==> config.mk <==
export PLATFORM = sky130hd
export DESIGN_NAME = mm_row_accumulator
export DESIGN_NICKNAME = d
export VERILOG_FILES = /design/src/rtl/mm_row_accumulator_pkg.sv /design/src/rtl/floating_point_add.sv /design/src/rtl/mm_acc_ram.sv /design/src/rtl/mm_row_accumulator.sv
export SDC_FILE = /design/constraint.sdc
export NUM_CORES = 2
export LEC_CHECK = 0
export BUFFER_PORTS_ARGS = -buffer_cell sky130_fd_sc_hd__buf_4
export CAP_MARGIN = 20
export CORE_ASPECT_RATIO = 1.2
export CORE_UTILIZATION = 47
export CTS_BUF_LIST = sky130_fd_sc_hd__clkbuf_8
export DETAILED_ROUTE_END_ITERATION = 8
export GPL_ROUTABILITY_DRIVEN = 0
export HOLD_SLACK_MARGIN = 0.15
export SETUP_SLACK_MARGIN = 0.1
export SLEW_MARGIN = 30
export SYNTH_ARGS = -nofsm -noshare
export SYNTH_HDL_FRONTEND = slang
export SYNTH_HIERARCHICAL = 1
export SYNTH_SLANG_ARGS = --single-unit
export TNS_END_PERCENT = 30
==> constraint.sdc <==
create_clock -name clk -period 25.7 [get_ports clk]
set_input_delay 3.855 -clock clk [delete_from_list [all_inputs] [get_ports clk]]
set_output_delay 3.855 -clock clk [all_outputs]
set_load 0.02 [all_outputs]
==> src/rtl/mm_row_accumulator_pkg.sv <==
// Shared constants, FSM state encoding and fp32 constants for the row accumulator.
package mm_row_accumulator_pkg;
   localparam int DW      = 32;
   localparam int DEPTH   = 64;
   localparam int AW      = 6;
   localparam int ADD_LAT = 11;

   localparam logic [DW-1:0] FP_ZERO = 32'h0000_0000;

   typedef enum logic [1:0] {
      IDLE   = 2'd0,
      ACCUM  = 2'd1,
      DRAIN  = 2'd2,
      OUTPUT = 2'd3
   } state_t;
endpackage

==> src/rtl/floating_point_add.sv <==
// Stand-in for the vendor fp32 adder: free-running pipeline of LAT stages,
// round-to-nearest-even, denormals flushed, no reset (matches the IP).
module floating_point_add #(
   parameter int LAT = 11
) (
   input  logic        aclk,
   input  logic        s_axis_a_tvalid,
   input  logic [31:0] s_axis_a_tdata,
   input  logic        s_axis_b_tvalid,
   input  logic [31:0] s_axis_b_tdata,
   output logic        m_axis_result_tvalid,
   output logic [31:0] m_axis_result_tdata
);
   function automatic logic [31:0] fp_add(input logic [31:0] a, input logic [31:0] b);
      logic [31:0] x, y;
      logic [7:0]  d;
      logic [26:0] mx, my;
      logic [27:0] s;
      logic [24:0] r;
      logic        sticky, rnd;
      int          e, lz;
      if (a[30:23] == 8'd0) return (b[30:23] == 8'd0) ? {a[31] & b[31], 31'd0} : b;
      if (b[30:23] == 8'd0) return a;
      if (a[30:0] >= b[30:0]) begin x = a; y = b; end
      else begin x = b; y = a; end
      d  = x[30:23] - y[30:23];
      mx = {1'b1, x[22:0], 3'b000};
      my = {1'b1, y[22:0], 3'b000};
      if (d > 8'd26) my = 27'd1;
      else begin
         sticky = |(my & ((27'd1 << d) - 27'd1));
         my     = (my >> d) | {26'd0, sticky};
      end
      e = {24'd0, x[30:23]};
      if (x[31] == y[31]) begin
         s = {1'b0, mx} + {1'b0, my};
         if (s[27]) begin
            s = {1'b0, s[27:2], s[1] | s[0]};
            e = e + 1;
         end
      end else begin
         s = {1'b0, mx} - {1'b0, my};
         if (s == 28'd0) return 32'h0000_0000;
         lz = 0;
         for (int i = 0; i < 27; i++) if (s[i]) lz = 26 - i;
         s = s << lz;
         e = e - lz;
      end
      rnd = s[2] & (s[1] | s[0] | s[3]);
      r   = {1'b0, s[26:3]} + {24'd0, rnd};
      if (r[24]) begin
         r = r >> 1;
         e = e + 1;
      end
      if (e >= 255) return {x[31], 8'hFF, 23'd0};
      if (e <= 0)   return {x[31], 31'd0};
      return {x[31], e[7:0], r[22:0]};
   endfunction

   logic [31:0]    sum_p [LAT];
   logic [LAT-1:0] vld_p;

   always_ff @(posedge aclk) begin
      sum_p[0] <= fp_add(s_axis_a_tdata, s_axis_b_tdata);
      for (int i = 1; i < LAT; i++) sum_p[i] <= sum_p[i-1];
      vld_p <= {vld_p[LAT-2:0], s_axis_a_tvalid & s_axis_b_tvalid};
   end

   assign m_axis_result_tdata  = sum_p[LAT-1];
   assign m_axis_result_tvalid = vld_p[LAT-1];
endmodule

==> src/rtl/mm_acc_ram.sv <==
// Row buffer: one write port, an async read port for accumulation and a
// registered read port for streaming results out.
module mm_acc_ram #(
   parameter int DW    = 32,
   parameter int DEPTH = 64,
   parameter int AW    = 6
) (
   input  logic          clk,
   input  logic          we,
   input  logic [AW-1:0] waddr,
   input  logic [DW-1:0] wdata,
   input  logic [AW-1:0] raddr_a,
   output logic [DW-1:0] rdata_a,
   input  logic          re_b,
   input  logic [AW-1:0] raddr_b,
   output logic [DW-1:0] rdata_b
);
   logic [DW-1:0] mem [DEPTH];

   always_ff @(posedge clk) begin
      if (we) mem[waddr] <= wdata;
   end

   always_ff @(posedge clk) begin
      if (re_b) rdata_b <= mem[raddr_b];
   end

   assign rdata_a = mem[raddr_a];
endmodule

==> src/rtl/mm_row_accumulator.sv <==
// Accumulates chunk-major fp32 partial sums per row into an on-chip buffer,
// then streams the finished rows out under valid/ready.
module mm_row_accumulator
   import mm_row_accumulator_pkg::*;
(
   input  logic          clk,
   input  logic          rst_n,
   input  logic          start,
   input  logic [AW:0]   cfg_rows,
   input  logic [15:0]   cfg_chunks,
   input  logic [DW-1:0] in_data,
   input  logic          in_valid,
   output logic [DW-1:0] out_data,
   output logic          out_valid,
   input  logic          out_ready,
   output logic          out_last,
   output logic          busy,
   output logic          done,
   output logic          err
);
   localparam int DRW = $clog2(ADD_LAT + 1);

   state_t          state;
   logic [AW:0]     rows_q;
   logic [15:0]     chunks_q;
   logic [AW-1:0]   row;
   logic [15:0]     chunk;
   logic [DRW-1:0]  drain_cnt;
   logic [AW:0]     rd_addr;
   logic [AW-1:0]   tag_row_p [ADD_LAT];
   logic [ADD_LAT-1:0] tag_vld_p;
   logic [DW-1:0]   ram_rd_a, ram_rd_b, add_b, add_res;
   logic            add_vld, acc_fire, cfg_ok, rd_issue, out_fire, wr_en;

   assign acc_fire = in_valid && (state == ACCUM);
   assign cfg_ok   = (cfg_rows >= (AW+1)'(ADD_LAT + 1)) && (cfg_rows <= (AW+1)'(DEPTH))
                     && (cfg_chunks != 16'd0);
   assign add_b    = (chunk == 16'd0) ? FP_ZERO : ram_rd_a;
   assign wr_en    = tag_vld_p[ADD_LAT-1] && add_vld;
   assign rd_issue = (state == OUTPUT) && (!out_valid || out_ready) && (rd_addr != rows_q);
   assign out_fire = out_valid && out_ready;
   assign out_data = out_valid ? ram_rd_b : '0;

   always_ff @(posedge clk) begin
      if (!rst_n) begin
         state     <= IDLE;
         rows_q    <= '0;
         chunks_q  <= '0;
         row       <= '0;
         chunk     <= '0;
         drain_cnt <= '0;
         rd_addr   <= '0;
         out_valid <= 1'b0;
         out_last  <= 1'b0;
         busy      <= 1'b0;
         done      <= 1'b0;
         err       <= 1'b0;
      end else begin
         done <= 1'b0;
         err  <= in_valid && (state != ACCUM);
         case (state)
            IDLE: begin
               if (start) begin
                  if (cfg_ok) begin
                     rows_q   <= cfg_rows;
                     chunks_q <= cfg_chunks;
                     row      <= '0;
                     chunk    <= '0;
                     busy     <= 1'b1;
                     state    <= ACCUM;
                  end else begin
                     err <= 1'b1;
                  end
               end
            end
            ACCUM: begin
               if (in_valid) begin
                  if ({1'b0, row} == rows_q - (AW+1)'(1)) begin
                     row <= '0;
                     if (chunk == chunks_q - 16'd1) begin
                        chunk     <= '0;
                        drain_cnt <= '0;
                        state     <= DRAIN;
                     end else begin
                        chunk <= chunk + 16'd1;
                     end
                  end else begin
                     row <= row + AW'(1);
                  end
               end
            end
            DRAIN: begin
               // Waits out the adder pipeline so the last writeback is readable.
               if (drain_cnt == DRW'(ADD_LAT)) begin
                  drain_cnt <= '0;
                  rd_addr   <= '0;
                  state     <= OUTPUT;
               end else begin
                  drain_cnt <= drain_cnt + DRW'(1);
               end
            end
            OUTPUT: begin
               if (rd_issue) begin
                  rd_addr   <= rd_addr + (AW+1)'(1);
                  out_valid <= 1'b1;
                  out_last  <= (rd_addr == rows_q - (AW+1)'(1));
               end else if (out_fire) begin
                  out_valid <= 1'b0;
                  out_last  <= 1'b0;
               end
               if (out_fire && out_last) begin
                  busy  <= 1'b0;
                  done  <= 1'b1;
                  state <= IDLE;
               end
            end
            default: state <= IDLE;
         endcase
      end
   end

   // Row tag travels alongside the adder pipeline; valids reset so in-flight sums die.
   always_ff @(posedge clk) begin
      if (!rst_n) tag_vld_p <= '0;
      else        tag_vld_p <= {tag_vld_p[ADD_LAT-2:0], acc_fire};
   end

   always_ff @(posedge clk) begin
      tag_row_p[0] <= row;
      for (int i = 1; i < ADD_LAT; i++) tag_row_p[i] <= tag_row_p[i-1];
   end

   floating_point_add #(.LAT(ADD_LAT)) u_add (
      .aclk                 (clk),
      .s_axis_a_tvalid      (acc_fire),
      .s_axis_a_tdata       (in_data),
      .s_axis_b_tvalid      (acc_fire),
      .s_axis_b_tdata       (add_b),
      .m_axis_result_tvalid (add_vld),
      .m_axis_result_tdata  (add_res)
   );

   mm_acc_ram #(.DW(DW), .DEPTH(DEPTH), .AW(AW)) u_ram (
      .clk     (clk),
      .we      (wr_en),
      .waddr   (tag_row_p[ADD_LAT-1]),
      .wdata   (add_res),
      .raddr_a (row),
      .rdata_a (ram_rd_a),
      .re_b    (rd_issue),
      .raddr_b (rd_addr[AW-1:0]),
      .rdata_b (ram_rd_b)
   );
endmodule

==> Word level (Yosys, flattened, before mapping) <==
Memories as Yosys holds them, arrays and structs flattened. A register that Yosys moved wholly into a read port is not among the register bits.
Cells that the tools add are included.
{ "word_totals": {"reg_bits": 85, "latchBits": 0, "ram_bits": 2466, "romBits": 0, "out_inout_bits": 37, "word_cells": 228, "mem_count": 3} }
{ "memory_table": {"columns": ["memory", "words", "width", "read_ports", "rd_clocked_by_memory_dff", "wr", "line_no", "source"], "rows": [
  ["u_ram.mem", 64, 32, 2, 2, 1, "mm_acc_ram.sv:18", "logic [DW-1:0] mem [DEPTH];"],
  ["u_add.sum_p", 11, 32, 11, 0, 11, "floating_point_add.sv:60", "logic [31:0] sum_p [LAT];"],
  ["tag_row_p", 11, 6, 11, 0, 11, "mm_row_accumulator.sv:30", "logic [AW-1:0] tag_row_p [ADD_LAT];"]
]} }
{ "op_classes": {"add_sub_neg": 14, "multipliers": 0, "div": 0, "order_cmp": 6, "n_eq_ne": 18, "shifts": 3, "muxes": 131, "bitwise_logic": 7, "n_reduce_logical": 32} }
{ "ops": {"columns": ["op", "n"], "rows": [
  ["$mux W32", 33],
  ["$mux W27", 8],
  ["$mux W5", 27],
  ["$mux W16", 5],
  ["$mux W6", 6],
  ["$add A32 B2 Y32 const B", 1],
  ["$ge A32 B9 Y1 const B", 1],
  ["$le A32 B1 Y1 const B", 1],
  ["$mux W1", 32],
  ["$pmux W16 S2", 1],
  ["$shl A28 B32 Y27", 1],
  ["$sub A9 B32 Y32", 1],
  ["$ge A31 B31 Y1", 1],
  ["$add A27 B27 Y28", 1],
  ["$logic_not A28 Y1", 1],
  ["$sub A27 B27 Y28", 1],
  ["$and A27 B27 Y27", 1],
  ["$or A27 B1 Y27", 1],
  ["$reduce_or A27 Y1", 1],
  ["$shl A1 B8 Y27 const A", 1],
  ["$shr A27 B8 Y27", 1],
  ["$sub A27 B1 Y27 const B", 1],
  ["$add A24 B1 Y25", 1],
  ["$mux W23", 1],
  ["44 further kinds", 82]
]} }

==> Logic depth before layout (Yosys ltp) <==
{ "depth": {"depth_word": 75, "depth_mapped": 80} }

==> By module <==
The synthesis kept the hierarchy.
{ "by_module_without_submodules": {"columns": ["mod", "instances", "cells_each", "area_each_um2"], "rows": [
  ["mm_acc_ram", 1, 4377, 95384.0],
  ["floating_point_add", 1, 2312, 19811.5],
  ["mm_row_accumulator", 1, 637, 6080.8]
]} }

==> Least setup slack after synthesis <==
No wires, ideal clock.
{ "synth_path": {"kind": "input to register", "from": "input port in_data[27]", "to": "memory u_add.sum_p[0][10]", "setup_time_ns": 0.121, "t_arrival_ns": 16.167, "setup_slack_ns": 9.412, "stages": 58, "path_buffers": 12, "cell_sequence": "ha_1 -> buf_4 -> nand4_4 -> nor4_1 -> a221oi_2 -> and3_1 -> nand2_1 -> buf_1 -> clkbuf_1 -> clkbuf_1 -> clkbuf_1 -> mux2i_1 -> ha_1 -> or2_2 -> o31a_1 -> a32o_1 -> buf_2 -> buf_2 -> (+22 left out) -> ha_1 -> a21o_1 -> a21o_1 -> a21o_1 -> nor3b_1 -> ha_1 -> mux2i_1 -> nand2_1 -> o21ai_0 -> nand2_1 -> nor3_1 -> mux2i_1 -> o31ai_1 -> nor4_1 -> o22ai_1 -> nand4_2 -> buf_6 -> o21ai_2"} }
{ "synth_rtl": {"columns": ["item", "line_no", "source"], "rows": [
  ["start, declared", "mm_row_accumulator.sv:11", "input logic [DW-1:0] in_data,"],
  ["end, declared", "floating_point_add.sv:60", null]
]} }

==> results.json <==
{
  "status": "complete, no violations",
  "grt_max_degree": 118,
  "whs_endpoint": "tag_row_p[8][3]",
  "drc": 0,
  "rr_startpoint": "row[1]",
  "synth_edf_count": 2080,
  "seqPwrFrac": 0.431,
  "yosys_warnings": 6,
  "worst_r2r_endpoint": "u_add/sum_p[0][1]",
  "yosys.area_share.adder": 0.0110,
  "hold_depth": 0,
  "via_per_inst": 6.72,
  "grtUsageTotal": 0.303,
  "p_comb_frac": 0.316,
  "cts_setup_buffers": 0,
  "io_buffers": 96,
  "crit_buf_inv": 12,
  "cts_tree": "yes",
  "synth_commonest_cells": "edfxtp_1, mux4_2, dfxtp_1, nand2_1, nor2_1",
  "drtAntennaViolNets": 0,
  "path_clk_slew_ns": 0.06,
  "max_stage_delay_ns": 0.71,
  "final-hold-violation-count": 0,
  "clk_latency_ns": 1.08,
  "synthCells": 7326,
  "required_ns": 26.62,
  "cp.depth": 59,
  "ir_drop_uv": 56.8,
  "multi_input_area_sq_um": 46400,
  "dp_hpwl_microns": 240000,
  "p_switching_mw": 4.76,
  "start_util": 0.474,
  "synth_area_sq_um": 121000,
  "die_height_microns": 558,
  "core-area_sq_um": 256000,
  "slowest_stage": "a2111oi_0",
  "p_per_area_nw_per_um2": 100,
  "vias": 75500,
  "syn_nets": 7491,
  "crit_path_frequent_cell": "buf_4",
  "grt_pass1_vias": 75400,
  "nets": 7693,
  "synth_top_family_by_area": "multiplexers",
  "hold_path.class": "reg2reg",
  "slew_violations": 0,
  "synthSimpleGateAreaFrac": 0.0506,
  "setup_viol": 0,
  "pwr-share-clk": 0.253,
  "swShare": 0.355,
  "cts_max_level": 5,
  "clk_path_buf_depth": 4,
  "fp.dieW_microns": 466,
  "hold_slack_ns": 0.287,
  "io_pins": 97,
  "synth_mux_area_frac": 0.240,
  "async_flop_share": 0,
  "rsz0062_at_grt": "no",
  "hold_buffers": 0,
  "fin_crit_sh": 0.723,
  "syn_avg_cell_area_sq_um": 16.6,
  "yosysSeqAreaShare": 0.598,
  "fin_worst_skew_ns": 0.125,
  "wire_per_inst_microns": 35.2,
  "drive_above_1_share": 0.287,
  "place_area_sq_um": 126000,
  "synth_ff_type": "edfxtp_1",
  "worst-setup-path-type": "reg2reg",
  "grt.overflow.total": 0,
  "numCtsBuffers": 402,
  "fin_area_sq_um": 134000,
  "leakage_nw": 42.4,
  "die-area_sq_um": 260000,
  "min_from": "tag_row_p[7][3]",
  "grt_pass1_wl_microns": 559000,
  "regArea_sq_um": 72700,
  "yosysMostFrequentCell": "edfxtp_1",
  "critPathCaptureType": "flip-flop",
  "synthXorXnorAreaFrac": 0.0111,
  "synth_seq_cells": 2583,
  "worstRegToRegCells": 59,
  "clock-sinks": 2583,
  "nFillCells": 20500,
  "synth_top_area_cell": "edfxtp_1",
  "cts-root-buf": "clkbuf_8",
  "synthDistinctLibCells": 123,
  "rows": 203,
  "drtPass1Iterations": 8,
  "cellInternalPower_mw": 8.64,
  "syn_to_final_growth_pct": 10.4,
  "rrSetupSlack_ns": 7.13,
  "antenna_found_initial": 23,
  "cap_violations": 0,
  "min_period_ns": 18.57,
  "initialDrtViolationCount": 9655,
  "totalWireLength_microns": 396000,
  "maxSlewHeadroom": 0.229,
  "critPathTopFamily": "compound AO/OA/AOI/OAI gates",
  "cp-start-kind": "flip-flop",
  "netlist.area_leader.share": 0.515,
  "synth_top_cells_by_area": "edfxtp_1, mux4_2, dfxtp_1, mux2i_1, ha_1",
  "worstPathArrival_ns": 19.49,
  "tightest_slew_ns": 1.15,
  "fmax_mhz": 53.8,
  "synth_compound_area_frac": 0.0650,
  "critPathMaxFanout": 71,
  "cts_resized": 0,
  "setup_tns_ns": 0
}
==> cells by family (layout without fill, tap and decap cells) <==
logic type,Yosys count,count (layout)
AOI/OAI and AO/OA,1142,1142
xor gates and xnor gates,152,152
adders and majority gates,106,106
buffers and inverters,617,1147
DFF,2583,2583
muxes,1486,1486
other,0,7
and+or+nand+nor,1240,1240
==> metrics by stage <==
stage / std cells / util / setup slack (ns) / power (mW)
2_1_floorplan: 7326 / - / 9.41 / 8.59
3_3_place_gp: 10500 / 0.492 / 7.41 / 9.91
3_5_place_dp: 10500 / 0.493 / 7.30 / 9.94
4_1_cts: 11200 / 0.523 / 7.34 / 13.3
5_1_grt: 11200 / 0.523 / 6.12 / 13.9
6_report: 11200 / 0.524 / 7.13 / 13.4
==> worst max path at each step <==
stage                     start                  to  slack [ns]
global route             row[0]   u_add/sum_p[0][2]        6.12
detailed placement       row[1]   u_add/sum_p[0][5]        7.30
CTS                      row[1]  u_add/sum_p[0][17]        7.34
finish                   row[1]   u_add/sum_p[0][1]        7.13
global placement         row[0]   u_add/sum_p[0][2]        7.41
floorplan           in_data[27]  u_add/sum_p[0][10]        9.41
==> cell type report <==
class,instances,share of cell area
sequential,2583,0.543
multi-input combinational,4126,0.346
clock buffer,453,0.0466
tap,3382,0.0316
timing repair buffer,290,0.0174
clock inverter,279,0.0118
inverter,125,0.00350
antenna,7,0.000131
==> power groups by stage <==
| stage | combinational, mW | sequential, mW | clock, mW |
|---|---|---|---|
| final | 4.23 | 5.77 | 3.39 |
| after global routing | 4.43 | 5.84 | 3.61 |
| after CTS | 4.10 | 5.78 | 3.44 |
| after detailed placement | 4.09 | 5.86 | 0 |
| after global placement | 4.07 | 5.84 | 0 |
| after floorplan | 2.91 | 5.68 | 0 |
==> sequential cells by signal, summed over array words and instances, names as in the netlist, 2 cells and up <==
signal	count
chunk	16
chunks_q	16
drain_cnt	4
rd_addr	7
row	6
rows_q	7
state	2
tag_row_p	66
tag_vld_p	11
u_add/sum_p	352
u_add/vld_p	11
u_ram/mem	2048
u_ram/rdata_b	32
==> placed cells by master, fill, tap and decap left out, types with 64 or more instances in the layout <==
| cell | count |
|---|---|
| xnor2_1 | 96 |
| buf_4 | 267 |
| o21ai_0 | 159 |
| edfxtp_1 | 2080 |
| ha_1 | 103 |
| nand2_1 | 338 |
| nor3_1 | 88 |
| nor2_4 | 64 |
| nand3_1 | 87 |
| dfxtp_1 | 459 |
| o22ai_1 | 76 |
| a211oi_1 | 69 |
| clkbuf_8 | 453 |
| and2_1 | 104 |
| inv_1 | 248 |
| nor2_1 | 273 |
| a22oi_1 | 130 |
| mux4_2 | 1131 |
| a21oi_1 | 243 |
| mux2i_1 | 306 |
==> worst reg2reg max path: cells and delay by family (launching register included) <==
family,cells,cell delay [ns]
mux,6,1.72
fa+ha+maj,5,1.49
simple gates,17,3.74
flops,1,0.69
buf+inv,12,5.24
compound gates,19,5.66
==> per-layer routing <==
metal | share of wire | wire (microns) | up-vias | GRT usage
li1 | - | - | 30600 | -
met1 | 0.37 | 147000 | 39500 | 0.391
met2 | 0.47 | 187000 | 4454 | 0.482
met3 | 0.099 | 39300 | 1013 | 0.0651
met4 | 0.058 | 23000 | 6 | 0.158
met5 | 0.000088 | 35 | - | 0
No activity file was read; power rests on OpenSTA's default activity.
